File: config.mk
export PLATFORM = sky130hd
export DESIGN_NAME = fib_inst_gen_flat
export DESIGN_NICKNAME = d
export VERILOG_FILES = /design/src/rtl/fib_inst_gen_if.sv /design/src/rtl/fib_inst_gen.sv /design/src/flat_wrapper.sv
export SDC_FILE = /design/constraint.sdc
export NUM_CORES = 1
export LEC_CHECK = 0
export CAP_MARGIN = 0
export CORE_ASPECT_RATIO = 0.9
export CORE_MARGIN = 1
export CORE_UTILIZATION = 49
export DETAILED_ROUTE_END_ITERATION = 12
export PLACE_DENSITY = 0.85
export SLEW_MARGIN = 0
export SYNTH_ARGS = -nofsm -noshare
export SYNTH_HDL_FRONTEND = slang
export SYNTH_SLANG_ARGS = --single-unit
File: constraint.sdc
create_clock -name clk -period 3.1 [get_ports clk]
set_clock_uncertainty 0.2 [all_clocks]
set_input_delay 0.465 -clock clk [delete_from_list [all_inputs] [get_ports clk]]
set_output_delay 0.465 -clock clk [all_outputs]
set_load 0.005 [all_outputs]
File: src/rtl/fib_inst_gen_if.sv
// Instruction-stream bus between the Fibonacci program source and its consumer.
// Valid/ready: a word is taken on a rising edge where inst_valid=1 and stall=0;
// while stall=1 the producer holds inst/inst_valid unchanged.
interface fib_inst_gen_if;
  logic        start;
  logic        stall;
  logic [31:0] inst;
  logic        inst_valid;
  logic        busy;
  logic        done;
  logic [7:0]  issued;
  logic [2:0]  dbg_state;

  modport master (
    input  start,
    input  stall,
    output inst,
    output inst_valid,
    output busy,
    output done,
    output issued,
    output dbg_state
  );

  modport slave (
    output start,
    output stall,
    input  inst,
    input  inst_valid,
    input  busy,
    input  done,
    input  issued,
    input  dbg_state
  );
endinterface

File: src/rtl/fib_inst_gen.sv
// Emits a fixed MIPS Fibonacci program (two addi, then N_ITER alternating add)
// one instruction per accepted cycle; every output is registered.
module fib_inst_gen #(
  parameter int N_ITER = 10
) (
  input  logic          clk,
  input  logic          reset,
  fib_inst_gen_if.master bus
);

  typedef enum logic [2:0] {
    S_IDLE  = 3'd0,
    S_INIT1 = 3'd1,
    S_INIT2 = 3'd2,
    S_LOOP  = 3'd3,
    S_DONE  = 3'd4
  } state_e;

  localparam logic [31:0] NOP_W   = 32'h0000_0000;
  localparam logic [31:0] INIT1_W = 32'h2001_0001;  // addi $1,$0,1
  localparam logic [31:0] INIT2_W = 32'h2002_0001;  // addi $2,$0,1
  localparam logic [31:0] ADD1_W  = 32'h0022_0820;  // add  $1,$1,$2
  localparam logic [31:0] ADD2_W  = 32'h0022_1020;  // add  $2,$1,$2
  // Only consulted when N_ITER > 0, so the wrap at N_ITER = 0 is harmless.
  localparam logic [7:0]  LAST_IDX = 8'(N_ITER - 1);

  state_e      state_q, state_d;
  logic [7:0]  idx_q, idx_d;
  logic [7:0]  issued_q, issued_d;
  logic [31:0] inst_q, inst_d;
  logic        valid_q, valid_d;
  logic        busy_q, busy_d;
  logic        done_q, done_d;
  logic        accept;

  assign accept = valid_q && !bus.stall;

  always_comb begin
    state_d  = state_q;
    idx_d    = idx_q;
    issued_d = issued_q;
    if (accept) issued_d = issued_q + 8'd1;

    case (state_q)
      S_IDLE, S_DONE: begin
        if (bus.start) begin
          state_d  = S_INIT1;
          idx_d    = 8'd0;
          issued_d = 8'd0;
        end
      end
      S_INIT1: if (accept) state_d = S_INIT2;
      S_INIT2: begin
        if (accept) begin
          idx_d   = 8'd0;
          state_d = (N_ITER == 0) ? S_DONE : S_LOOP;
        end
      end
      S_LOOP: begin
        if (accept) begin
          if (idx_q == LAST_IDX) state_d = S_DONE;
          else                   idx_d   = idx_q + 8'd1;
        end
      end
      default: state_d = S_IDLE;
    endcase

    // Outputs are registered, so they are decoded from the next state.
    inst_d  = NOP_W;
    valid_d = 1'b0;
    busy_d  = 1'b0;
    done_d  = 1'b0;
    case (state_d)
      S_INIT1: begin inst_d = INIT1_W; valid_d = 1'b1; busy_d = 1'b1; end
      S_INIT2: begin inst_d = INIT2_W; valid_d = 1'b1; busy_d = 1'b1; end
      S_LOOP: begin
        inst_d  = idx_d[0] ? ADD2_W : ADD1_W;
        valid_d = 1'b1;
        busy_d  = 1'b1;
      end
      S_DONE:  done_d = 1'b1;
      default: ;
    endcase
  end

  always_ff @(posedge clk) begin
    if (reset) begin
      state_q  <= S_IDLE;
      idx_q    <= 8'd0;
      issued_q <= 8'd0;
      inst_q   <= NOP_W;
      valid_q  <= 1'b0;
      busy_q   <= 1'b0;
      done_q   <= 1'b0;
    end else begin
      state_q  <= state_d;
      idx_q    <= idx_d;
      issued_q <= issued_d;
      inst_q   <= inst_d;
      valid_q  <= valid_d;
      busy_q   <= busy_d;
      done_q   <= done_d;
    end
  end

  assign bus.inst       = inst_q;
  assign bus.inst_valid = valid_q;
  assign bus.busy       = busy_q;
  assign bus.done       = done_q;
  assign bus.issued     = issued_q;
  assign bus.dbg_state  = state_q;

endmodule

File: src/flat_wrapper.sv
// flat-port wrapper written by rule: the top's interface ports become plain ports
module fib_inst_gen_flat 
#(
  parameter int N_ITER = 10
)
  (clk, reset, bus_start, bus_stall, bus_inst, bus_inst_valid, bus_busy, bus_done, bus_issued, bus_dbg_state);
  fib_inst_gen_if bus_i ();
  input  logic clk;
  input  logic reset;
  input wire logic [$bits(bus_i.start)-1:0] bus_start;
  input wire logic [$bits(bus_i.stall)-1:0] bus_stall;
  output wire logic [$bits(bus_i.inst)-1:0] bus_inst;
  output wire logic [$bits(bus_i.inst_valid)-1:0] bus_inst_valid;
  output wire logic [$bits(bus_i.busy)-1:0] bus_busy;
  output wire logic [$bits(bus_i.done)-1:0] bus_done;
  output wire logic [$bits(bus_i.issued)-1:0] bus_issued;
  output wire logic [$bits(bus_i.dbg_state)-1:0] bus_dbg_state;
  assign bus_i.start = bus_start;
  assign bus_i.stall = bus_stall;
  assign bus_inst = bus_i.inst;
  assign bus_inst_valid = bus_i.inst_valid;
  assign bus_busy = bus_i.busy;
  assign bus_done = bus_i.done;
  assign bus_issued = bus_i.issued;
  assign bus_dbg_state = bus_i.dbg_state;
  fib_inst_gen #(.N_ITER(N_ITER)) u_core (.clk(clk), .reset(reset), .bus(bus_i));
endmodule
==> results by stage, run 1 <==
Run status:
- The run finished with clean final reports.

Synth:
- The synthesized design contains 27 register bits.
- The mux cell area share after synthesis is less than 1%.
- During synthesis, Yosys emitted a total of 0 warnings.
- The mean area per synthesized cell is 9.11 um^2.
- The synthesized netlist devotes ~13% of its cell area to compound gates.
- The xor and xnor area share after synthesis is 5.86%.
- The synthesized netlist cell count is between 150 and 200.
- Of the total synthesized cell area, the portion taken by AND, OR, NAND and NOR gates is 24.5%.
- Summing every instance area after synthesis gives roughly 0.0015 mm^2.
- In this run, distinct cell masters in the synthesized netlist total 45.
- The combinational family with the most area after synthesis is simple AND/OR/NAND/NOR gates.
- Of the synthesized area, sequential elements account for a little over a third.
- The proportion of synthesized flip-flops having asynchronous set or reset is 0%.
- The number of synthesized flops with an enable pin is 0.
- The arithmetic-cell share of the synthesized area counting full adders, half adders and majority gates is under 10%.
- The most common flop cell mapped by yosys is dfxtp_1.

Floorplan:
- The site row count is 18.
- The initial core utilization is a little over half.
- The core region is roughly 0.0028 mm^2.
- The die height is 54.4 um.
- The die area is between 0.003 and 0.004 mm^2.
- 50 I/O pins were placed.
- The die boundary width is 60.2 um.

Worst setup path:
- The slack of the worst reg-to-reg path is roughly 1.1 ns.
- In this run the worst path has a maximum fanout of 11.
- The startpoint of the most critical register-to-register path is u_core.bus.dbg_state[0]$_SDFF_PP0_.
- The arrival time at the worst endpoint is between 1.5 and 2 ns.
- The total number of cells along the worst setup path is 1.
- The kind of cell adding the most delay to the critical path is flip-flops.
- At the worst endpoint, the required time is roughly 2.4 ns.
- STA classifies the critical path endpoint as an output port.
- By startpoint and endpoint, the worst setup path is classified as reg -> out.
- The start point of the critical path is u_core.bus.dbg_state[0]$_SDFF_PP0_.
- For this design, the slowest cell found on the critical path is dfxtp_1.
- The count of buffering cells on the critical path with inverters included is 1.
- Measured in cells, the most critical reg-to-reg path has a length of 4.
- The signal on the critical path passes through clkdlybuf4s50_1.
- The delay of the slowest cell on the worst path is 0.62 ns.
- STA classifies the critical path startpoint as a flip-flop.

Clocking:
- In this run, CTS created clock tree buffers numbering 3.
- After clock tree synthesis, the clock-pin slew on the worst setup and hold paths is ~0.13 ns.
- In this run the number of H-tree levels came out at 1.
- The number of hold buffers added after CTS is 0.
- The clock drives 27 sinks.
- In this run the clock root is driven by a clkbuf_4.
- Once the clock tree was built, the resizer swapped 0 gates to a different size.
- The CTS tree is done.
- At the later pin of the worst-skew pair, clock insertion delay measures a little over 0.3 ns.
- The maximum number of buffers from clock root to sink is 2.
- Once the clock tree was built, the setup fixing pass inserted 0 buffers.

Timing:
- The final period demand of the worst path is roughly 2.2 ns.
- For the final routed database, the setup TNS stands at 0 ns.
- The worst path uses between 70 and 80% of the clock period.
- The number of pins exceeding their max-slew limit in the final report is 0.
- The count of final hold-check violations is 0.
- The highest achievable clock rate is around 460 MHz.
- Hold timing on the final database bottoms out at a slack of about 0.34 ns.
- For the pin with the worst max-slew slack, the measured transition is around 0.53 ns.
- The setup violation total in the final timing report is 0.
- Setup repair after global routing left no endpoint under its margin.
- The worst pin sits at a relative slew slack of a little under two thirds.

Global route:
- The first global-routing pass estimated between 4000 and 5000 um of wire.
- For this run, the total global-route usage over all layers was measured as 16.9%.
- The number of global-route vias before repair is 966.
- Entering global routing, the biggest net connects 15 pins.
- The initial antenna violation count was 0.
- The total grt overflow is 0.

Power:
- In this run the static leakage power is about 0.00063 uW.
- Internal power comes to ~450 uW.
- The relative contribution of sequential cells to total power is about 62%.
- The proportion of power drawn by combinational gates is 13.7%.
- The maximum ir drop on the vdd rail is 0.142 mV.
- Summed over all nets, the switching power comes to around 150 uW.
- Of the total power, the share spent switching nets is 25.0%.
- The part of the power in the clock network is between 20 and 25%.
- For this design the ratio of total power to cell area is around 360 mW/mm^2.

Cells and area:
- The relative area change from synthesis to final layout is 11.6%.
- Once layout is complete, the utilization of the core stands at about three fifths.
- The ratio of cells with drive above 1 in the final layout is roughly 7.6%.
- The final antenna diode count is 0.
- At the end of the flow, the number of nets in the layout was roughly 190.

Detailed routing:
- The routed via count is between 1000 and 1500.
- After the first detailed-routing iteration, the DRC count stood at 29.
- The residual DRC count is 0.
- The remaining antenna violation count after routing is 0.
- Before antenna repair, the detailed router went through 4 iterations.
- The average wire per standard cell is between 10 and 15 um.
- Summed over all layers, the routed wires come to between 2000 and 3000 um.
- The via density per instance is a little over 5.

Placed design:
- The detailed-placement wirelength estimate is around 2000 um.
- Buffers placed on the I/O ports in this run total 25.
- The routability congestion estimate is around 0.88.

Job:
- The max-cap check violation count is 0.

Hold path:
- The path type of the worst min-delay path is reg -> reg.
- Along the worst hold path, the cell count comes to 2.
- In this run the most critical hold path is launched from u_core.idx_q[2]$_SDFFE_PP0P_.
[flip-flops by register name (all words and copies together), names as in the netlist]
register / cells
u_core.bus.inst_valid: 1
u_core.idx_q: 8
u_core.bus.done: 1
u_core.bus.issued: 8
u_core.bus.dbg_state: 3
u_core.bus.inst: 6
[cell usage in the layout (no fill, tap or decap), types with 4 or more instances in the layout]
cell type / netlist / final
xor2_1: 5 / 5
nand2_1: 8 / 8
xnor2_1: 5 / 5
conb_1: 1 / 24
clkdlybuf4s50_1: 0 / 25
inv_1: 4 / 4
nor3_1: 6 / 6
a21oi_1: 4 / 4
nor2_1: 18 / 18
dfxtp_1: 27 / 27
[layer usage]
metal	vias up	GRT usage [%]	share of wire, %
li1	559	-	-
met1	550	22.4	47
met2	35	29.3	48
met3	2	2.13	4.2
met4	0	3.49	0.48
met5	-	0	0
[power by group through the flow]
stage | Sequential, uW | Clock [uW] | Combinational, uW
3_5_place_dp | 380 | 0 | 81.5
6_report | 372 | 145 | 81.9
4_1_cts | 372 | 149 | 81.9
3_3_place_gp | 379 | 0 | 79.7
2_1_floorplan | 373 | 0 | 78.0
5_1_grt | 374 | 161 | 91.4
[worst min-delay path, stage by stage (launching register included)]
cell and delay, ns:
dfxtp_1 0.38, nand2_1 0.07, a21oi_1 0.05
[final timing paths]
kind,endpoint
max,bus_dbg_state[0]
min,u_core.idx_q[2]$_SDFFE_PP0P_
max reg2reg,u_core.idx_q[3]$_SDFFE_PP0P_
min reg2reg,u_core.idx_q[2]$_SDFFE_PP0P_
[area by class of cell]
type,instances,area [um^2]
Clock buffer,4,26.3
Fill cell,246,1150
Inverter,4,15.0
Multi-Input combinational cell,124,786
Sequential cell,27,541
Tap cell,40,50.0
Timing Repair Buffer,25,250
[logic make-up (layout without fill, tap and decap cells)]
group,count (synthesis),count (layout)
AOI/OAI and AO/OA,26,26
xor gates and xnor gates,10,10
adders and majority gates,3,3
buffers and inverters,36,33
DFF,27,27
muxes,1,1
other,1,24
and+or+nand+nor,60,60
[metrics by stage]
step / setup WS (ns) / cell area, um^2 / power [uW] / std cells
after floorplan: 1.34 / 1580 / 451 / 187
after CTS: 0.916 / 1670 / 603 / 224
after global routing: 0.824 / 1670 / 626 / 224
after detailed placement: 0.641 / 1640 / 461 / 220
after global placement: 0.703 / 1640 / 458 / 220
final: 0.912 / 1670 / 599 / 224
[synth_stat cells, types with 2 or more instances]
| library cell | instances | area, um^2 |
|---|---|---|
| o21bai_1 | 2 | 15.0 |
| nor2_1 | 18 | 67.6 |
| a21oi_1 | 4 | 20.0 |
| a211oi_1 | 3 | 22.5 |
| ha_1 | 3 | 37.5 |
| nand3_1 | 2 | 10.0 |
| or3_1 | 2 | 12.5 |
| o31ai_1 | 3 | 22.5 |
| dfxtp_1 | 27 | 541 |
| nor2b_1 | 2 | 12.5 |
| o21a_1 | 3 | 22.5 |
| nand2b_1 | 2 | 12.5 |
| nand4_1 | 3 | 18.8 |
| and3_1 | 2 | 12.5 |
| buf_6 | 2 | 22.5 |
| buf_2 | 2 | 10.0 |
| xnor2_1 | 5 | 43.8 |
| inv_1 | 4 | 15.0 |
| nand4bb_1 | 2 | 22.5 |
| nor3_1 | 6 | 30.0 |
| o21ai_0 | 3 | 15.0 |
| o211ai_1 | 2 | 15.0 |
| xor2_1 | 5 | 43.8 |
| nand2_1 | 8 | 30.0 |
| nand3b_1 | 3 | 22.5 |
| buf_4 | 27 | 203 |
No activity file was read; power rests on OpenSTA's default activity.
==> run 2: changes to the inputs <==
CORE_UTILIZATION = 45   (was 49)
PLACE_DENSITY = 0.79   (was 0.85)
clock period = 2.28 ns   (was 3.1 ns; I/O delays follow)
==> results by stage, run 2 (synthesis results as in run 1) <==
Power:
- The static leakage was 0.000660 uW (+5.6%).
- The total net switching power is 225 uW (+50%).
- The power density over cell area is 518 mW/mm^2 (+44%).
- The net switching share of the total power was 25.0% (about the same).
- The cell internal power dissipation is 675 uW (+50%).
- The maximum ir drop on the vdd rail is 0.328 mV (+130%).
- The relative contribution of sequential cells to total power is 56.1% (-6.0 points).
- The part of the power in the clock network was 30.4% (+6.1 points).
- The proportion of power drawn by combinational gates is 13.5% (-0.2 points).

Worst setup path:
- The category of the critical setup timing path is reg -> out.
- The count of buffering cells on the critical path with inverters included was 1 (unchanged).
- On the critical path, the stage with the largest delay is an instance of dfxtp_1.
- The critical-path maximum fanout is 11 (unchanged).
- The endpoint type of the worst setup path is an output port.
- The arrival time at the worst endpoint was 1.46 ns (-0.06 ns).
- On the critical path the largest part of the delay comes from flip-flops.
- The worst setup path is launched from a flip-flop.
- The signal on the critical path passes through clkdlybuf4s50_1.
- The delay of the slowest cell on the worst path is 0.60 ns (-0.02 ns).
- The data required time of the critical path is 1.74 ns (-0.69 ns).

Global route:
- The global-route total usage across every layer was 15.8% (-1.1 points).
- The first-pass GRT wire length is 4420 um (+5.8%).
- The initial antenna violation count was 0 (unchanged).
- The number of global-route vias before repair was 988 (+2.3%).
- The total grt overflow was 0 (unchanged).
- The pin count of the biggest net entering global routing came to 17 (+2).

Timing:
- The setup violation total in the final timing report is 0 (unchanged).
- The final setup slack of the worst path is 0.280 ns (-0.631 ns).
- For this run, the top clock speed supported by timing is ~500 MHz.
- The summed negative setup slack over all endpoints is 0 ns (unchanged).
- The number of pins exceeding their max-slew limit in the final report is 0 (unchanged).
- The worst path uses between 80% and 90% of the clock period.
- Setup repair after global routing left no endpoint under its margin.
- The count of final hold-check violations is 0 (unchanged).
- For the finished layout, the period the worst path requires is 2.00 ns.

Cells and area:
- The ratio of cells with drive above 1 in the final layout is 11.1% (+3.4 points).
- The filler-free cell count of the finished design is 232 (+3.6%).
- The net total in the final layout is 198 (+3.1%).
- Compared with the post-synthesis result, the final layout area differs by 16.3%.
- The final antenna diode count is 0 (unchanged).
- In the layout the commonest cells are 27 x dfxtp_1, 25 x clkdlybuf4s50_1, 24 x conb_1.
- The library cell used most frequently in the layout, excluding fill and tap cells, is dfxtp_1.
- The number of fillers in the final layout is 292 (+19%).

Detailed routing:
- The average wire per standard cell is 11.0 um (-8.6%).
- In this run the top signal layer used is met4.
- The length of routed met2 wiring came to 1140 um (-12%).
- The length of routed wiring on met1 is 1240 um (-3.3%).
- The remaining antenna violation count after routing is 0 (unchanged).
- The final wirelength came to 2560 um (-5.4%).
- The routed via count is 1143 (-0.26%).
- The detailed-routed wire length on met3 is 155 um (+37%).
- The number of detailed-route iterations in the first pass is 4 (unchanged).
- The residual DRC count came to 0 (unchanged).
- The number of DRC markers in iteration 0 is 104 (+260%).
- The via density per instance is 4.93 (-3.7%).

Job:
- The max-cap check violation count is 0 (unchanged).

Floorplan:
- The placeable core region came to 0.00311 mm^2 (+11%).
- The die area is 0.00355 mm^2 (+8.6%).
- The die height came to 56.7 um (+4.2%).
- The site row count is 19 (+1).
- The initial core utilization came to 48.0% (-5.1 points).
- The count of boundary I/O pins is 50 (unchanged).
- The die boundary width is 62.7 um (+4.2%).

Clocking:
- The clock slew at the register clock pins of the worst setup and hold paths was 0.09 ns (-0.04 ns).
- The maximum number of buffers from clock root to sink is 2 (unchanged).
- The cell at the root of the clock tree is clkbuf_8.
- The number of clock sinks seen by CTS came to 27 (unchanged).
- The count of cells resized by post-cts repair is 0 (unchanged).
- The number of buffers inserted during clock tree synthesis came to 3 (unchanged).
- The number of hold buffers added after CTS was 0 (unchanged).
- The H-tree depth is 1 (unchanged).
- The number of setup buffers added after CTS is 0 (unchanged).
- The clock latency of the later-clocked register in the worst-skew pair is 0.27 ns (-0.04 ns).
- TritonCTS built the clock tree.

Hold path:
- The path type of the worst min-delay path is reg -> reg.

Placed design:
- The number of buffers added on ports is 25 (unchanged).
- The worst-case setup slack after placement is 0.0776 ns (-0.563 ns).
- The cell total after placement is 228 (+3.6%).
- The detailed-placement wirelength estimate is 1950 um (-4.5%).
- The routability congestion estimate is 0.854 (-3.2%).

Run status:
- The run finished with clean final reports.
-- run 2: path summary, 6_finish.rpt --
kind	endpoint	startpoint	depth (start not counted)	slack (ns)
hold reg to reg	u_core.idx_q[7]$_SDFFE_PP0P_	u_core.idx_q[7]$_SDFFE_PP0P_	2	0.31
setup / recovery	bus_dbg_state[0]	u_core.bus.dbg_state[0]$_SDFF_PP0_	1	0.28
setup reg to reg	u_core.idx_q[7]$_SDFFE_PP0P_	u_core.bus.dbg_state[1]$_SDFF_PP0_	4	0.37
hold / removal	u_core.idx_q[7]$_SDFFE_PP0P_	u_core.idx_q[7]$_SDFFE_PP0P_	2	0.31
-- run 2: power by group through the flow --
| stage | sequential [uW] | combinational (uW) | clock [uW] |
|---|---|---|---|
| floorplan | 508 | 106 | 0 |
| global placement | 515 | 120 | 0 |
| detailed placement | 516 | 121 | 0 |
| CTS | 505 | 122 | 286 |
| global route | 508 | 134 | 307 |
| finish | 505 | 122 | 274 |
-- run 2: routing by layer --
metal | vias up | track usage, %
met1 | 517 | 21.3
met5 | - | 0
li1 | 574 | -
met2 | 50 | 24.4
met3 | 2 | 4.67
met4 | 0 | 4.32
-- run 2: layout make-up --
type | instances | area [um^2] | share of cell area (%)
flip-flops and latches | 27 | 541 | 31.1
clock buffers | 3 | 41.3 | 2.38
inverters | 4 | 15.0 | 0.864
well taps | 42 | 52.6 | 3.02
clock inverters | 1 | 7.51 | 0.432
repair buffers | 31 | 295 | 17.0
multi-input cells | 124 | 786 | 45.2
-- run 2: stage by stage --
step	power (uW)	cell area (um^2)	hold WS [ns]	util [%]
floorplan	614	1580	0.214	-
global placement	635	1690	0.293	54.2
detailed placement	637	1690	0.295	54.2
CTS	913	1740	0.309	55.8
global route	949	1740	0.360	55.8
finish	900	1740	0.314	55.8
==> run 3: changes to the inputs <==
clock period = 2.2 ns   (was 2.28 ns; I/O delays follow)
==> results by stage, run 3 (synthesis results as in run 1) <==
Run status:
- The flow ran to the end, and the final reports show no timing, DRC or antenna violations.

Clocking:
- TritonCTS built the clock tree.
- The count of cells resized by post-cts repair is 0 (unchanged).
- The clock latency of the later-clocked register in the worst-skew pair was 0.28 ns (about the same).
- The H-tree depth is 1 (unchanged).
- The number of setup buffers added after CTS came to 0 (unchanged).
- The number of hold buffers added after CTS was 0 (unchanged).
- The number of clock sinks seen by CTS is 27 (unchanged).
- The tree is rooted in a clkbuf_8.
- The clock slew at the register clock pins of the worst setup and hold paths came to 0.09 ns (about the same).
- The number of buffers inserted during clock tree synthesis is 3 (unchanged).
- The maximum number of buffers from clock root to sink is 2 (unchanged).

Worst setup path:
- The worst setup path is captured at an output port.
- The critical-path maximum fanout is 11 (unchanged).
- The signal on the critical path passes through clkdlybuf4s50_1.
- The count of buffering cells on the critical path with inverters included came to 1 (unchanged).
- The slowest stage cell on the critical path is dfxtp_1.
- The slack of the worst reg-to-reg path came to 0.36 ns (about the same).
- The count of cells along the worst register-to-register path is 4 (unchanged).
- The arrival time at the worst endpoint is 1.48 ns (+0.02 ns).
- The worst register-to-register path ends at u_core.idx_q[7]$_SDFFE_PP0P_.
- The kind of start point of the critical path is a flip-flop.
- The kind of cell adding the most delay to the critical path is flip-flops.
- The category of the critical setup timing path is reg -> out.
- The data required time of the critical path was 1.67 ns (-0.07 ns).
- In this run the critical register-to-register path is launched from u_core.bus.dbg_state[1]$_SDFF_PP0_.
- The delay of the slowest cell on the worst path was 0.61 ns (about the same).

Cells and area:
- Leaving out fill and tap cells, the most frequent cell in the layout is dfxtp_1.
- Leaving out fill and tap cells, the most frequent cells in the layout are 27 x dfxtp_1, 25 x clkdlybuf4s50_1, 24 x conb_1.
- The number of fillers in the final layout is 292 (unchanged).
- The area taken by multi-input logic gates was 786 um^2 (unchanged).
- The relative area change from synthesis to final layout is 16.8%.
- The net total in the final layout came to 199 (+0.51%).
- The area occupied by registers came to 541 um^2 (unchanged).
- The final antenna diode count was 0 (unchanged).
- The ratio of cells with drive above 1 in the final layout came to 11.5% (+0.47 points).

Timing:
- The summed negative setup slack over all endpoints is 0 ns (unchanged).
- Based on the critical path, the design can be clocked at up to 497 MHz.
- The number of pins exceeding their max-slew limit in the final report came to 0 (unchanged).
- Setup repair after global routing left no endpoint under its margin.
- The tightest hold margin was 0.314 ns (+0.000678 ns).
- The final period demand of the worst path is between 2 and 2.5 ns.
- The count of final hold-check violations was 0 (unchanged).
- The part of the cycle the worst path needs is 91.4%.
- The setup violation total in the final timing report is 0 (unchanged).

Detailed routing:
- The routed via count is 1134 (-0.79%).
- The residual DRC count is 0 (unchanged).
- The number of detailed-route iterations in the first pass is 4 (unchanged).
- The via density per instance came to 4.87 (-1.2%).
- The average wire per standard cell is 10.9 um (-1.5%).
- The number of DRC markers in iteration 0 is 71 (-32%).
- The remaining antenna violation count after routing is 0 (unchanged).
- The final wirelength is 2540 um (-1.1%).

Hold path:
- The launch instance of the worst min-delay path is u_core.idx_q[7]$_SDFFE_PP0P_.
- The destination of the worst hold path is u_core.idx_q[7]$_SDFFE_PP0P_.
- The number of cells on the worst hold path is 2 (unchanged).
- The path class of the tightest hold or removal check is reg -> reg.

Floorplan:
- The die area is 0.00355 mm^2 (unchanged).
- The die height is 56.7 um (unchanged).
- The die boundary width is 62.7 um (unchanged).
- The initial core utilization is 48.0% (unchanged).
- The count of boundary I/O pins is 50 (unchanged).
- The placeable core region is 0.00311 mm^2 (unchanged).
- The site row count came to 19 (unchanged).

Placed design:
- The detailed-placement wirelength estimate is 1960 um (+0.49%).
- The routability congestion estimate is 0.797 (-6.6%).
- The number of buffers added on ports is 25 (unchanged).

Power:
- The maximum ir drop on the vdd rail was 0.353 mV (+7.4%).
- The power density over cell area came to 535 mW/mm^2 (+3.3%).
- The static leakage was 0.000666 uW (+0.83%).

Global route:
- The total grt overflow is 0 (unchanged).
- The number of global-route vias before repair is 938 (-5.1%).
- The global-route total usage across every layer is 15.4% (-0.37 points).
- The initial antenna violation count is 0 (unchanged).
- The first-pass GRT wire length is 4310 um (-2.5%).
- The pin count of the biggest net entering global routing is 17 (unchanged).

Job:
- The max-cap check violation count came to 0 (unchanged).
## run 3: changes by cell type in the layout (fill, tap and decap cells not counted), sizes merged
cell / delta
buf: +1
## run 3: area by class of cell
type | instances | share of cell area, %
Clock buffer | 3 | 2.37
Clock inverter | 1 | 0.430
Inverter | 4 | 0.860
Multi-Input combinational cell | 124 | 45.0
Sequential cell | 27 | 31.0
Tap cell | 42 | 3.01
Timing Repair Buffer | 32 | 17.3
## run 3: power by group
part	internal, uW	switching [uW]
Sequential	503	20.0
Clock	129	156
Combinational	68.3	58.3
## run 3: through the flow
step           total power (uW)  worst slack, ns  std cells  cell area [um^2]  util (%)
2_1_floorplan               636            0.461        187              1580         -
3_3_place_gp                659           0.0404        229              1700      54.5
3_5_place_dp                661           0.0161        229              1700      54.5
4_1_cts                     944            0.180        233              1750      56.0
5_1_grt                     979            0.114        233              1750      56.0
6_report                    934            0.189        233              1750      56.0
## run 3: worst max-delay path by stage
stage                     slack (ns)  cells after the start                                from                             end
after floorplan                 0.46                      5  u_core.bus.dbg_state[1]$_SDFF_PP0_    u_core.idx_q[7]$_SDFFE_PP0P_
after global placement          0.04                      5                           bus_start  u_core.bus.inst[11]$_SDFF_PP0_
after detailed placement        0.02                      5                           bus_start  u_core.bus.inst[11]$_SDFF_PP0_
after CTS                       0.18                      1  u_core.bus.dbg_state[0]$_SDFF_PP0_                bus_dbg_state[0]
after global routing            0.11                      1  u_core.bus.dbg_state[0]$_SDFF_PP0_                bus_dbg_state[0]
final                           0.19                      1  u_core.bus.dbg_state[0]$_SDFF_PP0_                bus_dbg_state[0]
## run 3: worst min-delay path: cells and delay by family, from the launching register on
family,cells,cell delay (ns)
flops,1,0.34
compound gates,2,0.14
## run 3: metal layers
| layer | wire length [um] | track usage, % |
|---|---|---|
| met5 | 0 | 0 |
| met4 | 27 | 3.99 |
| met3 | 114 | 4.47 |
| met2 | 1160 | 23.8 |
| met1 | 1230 | 20.9 |
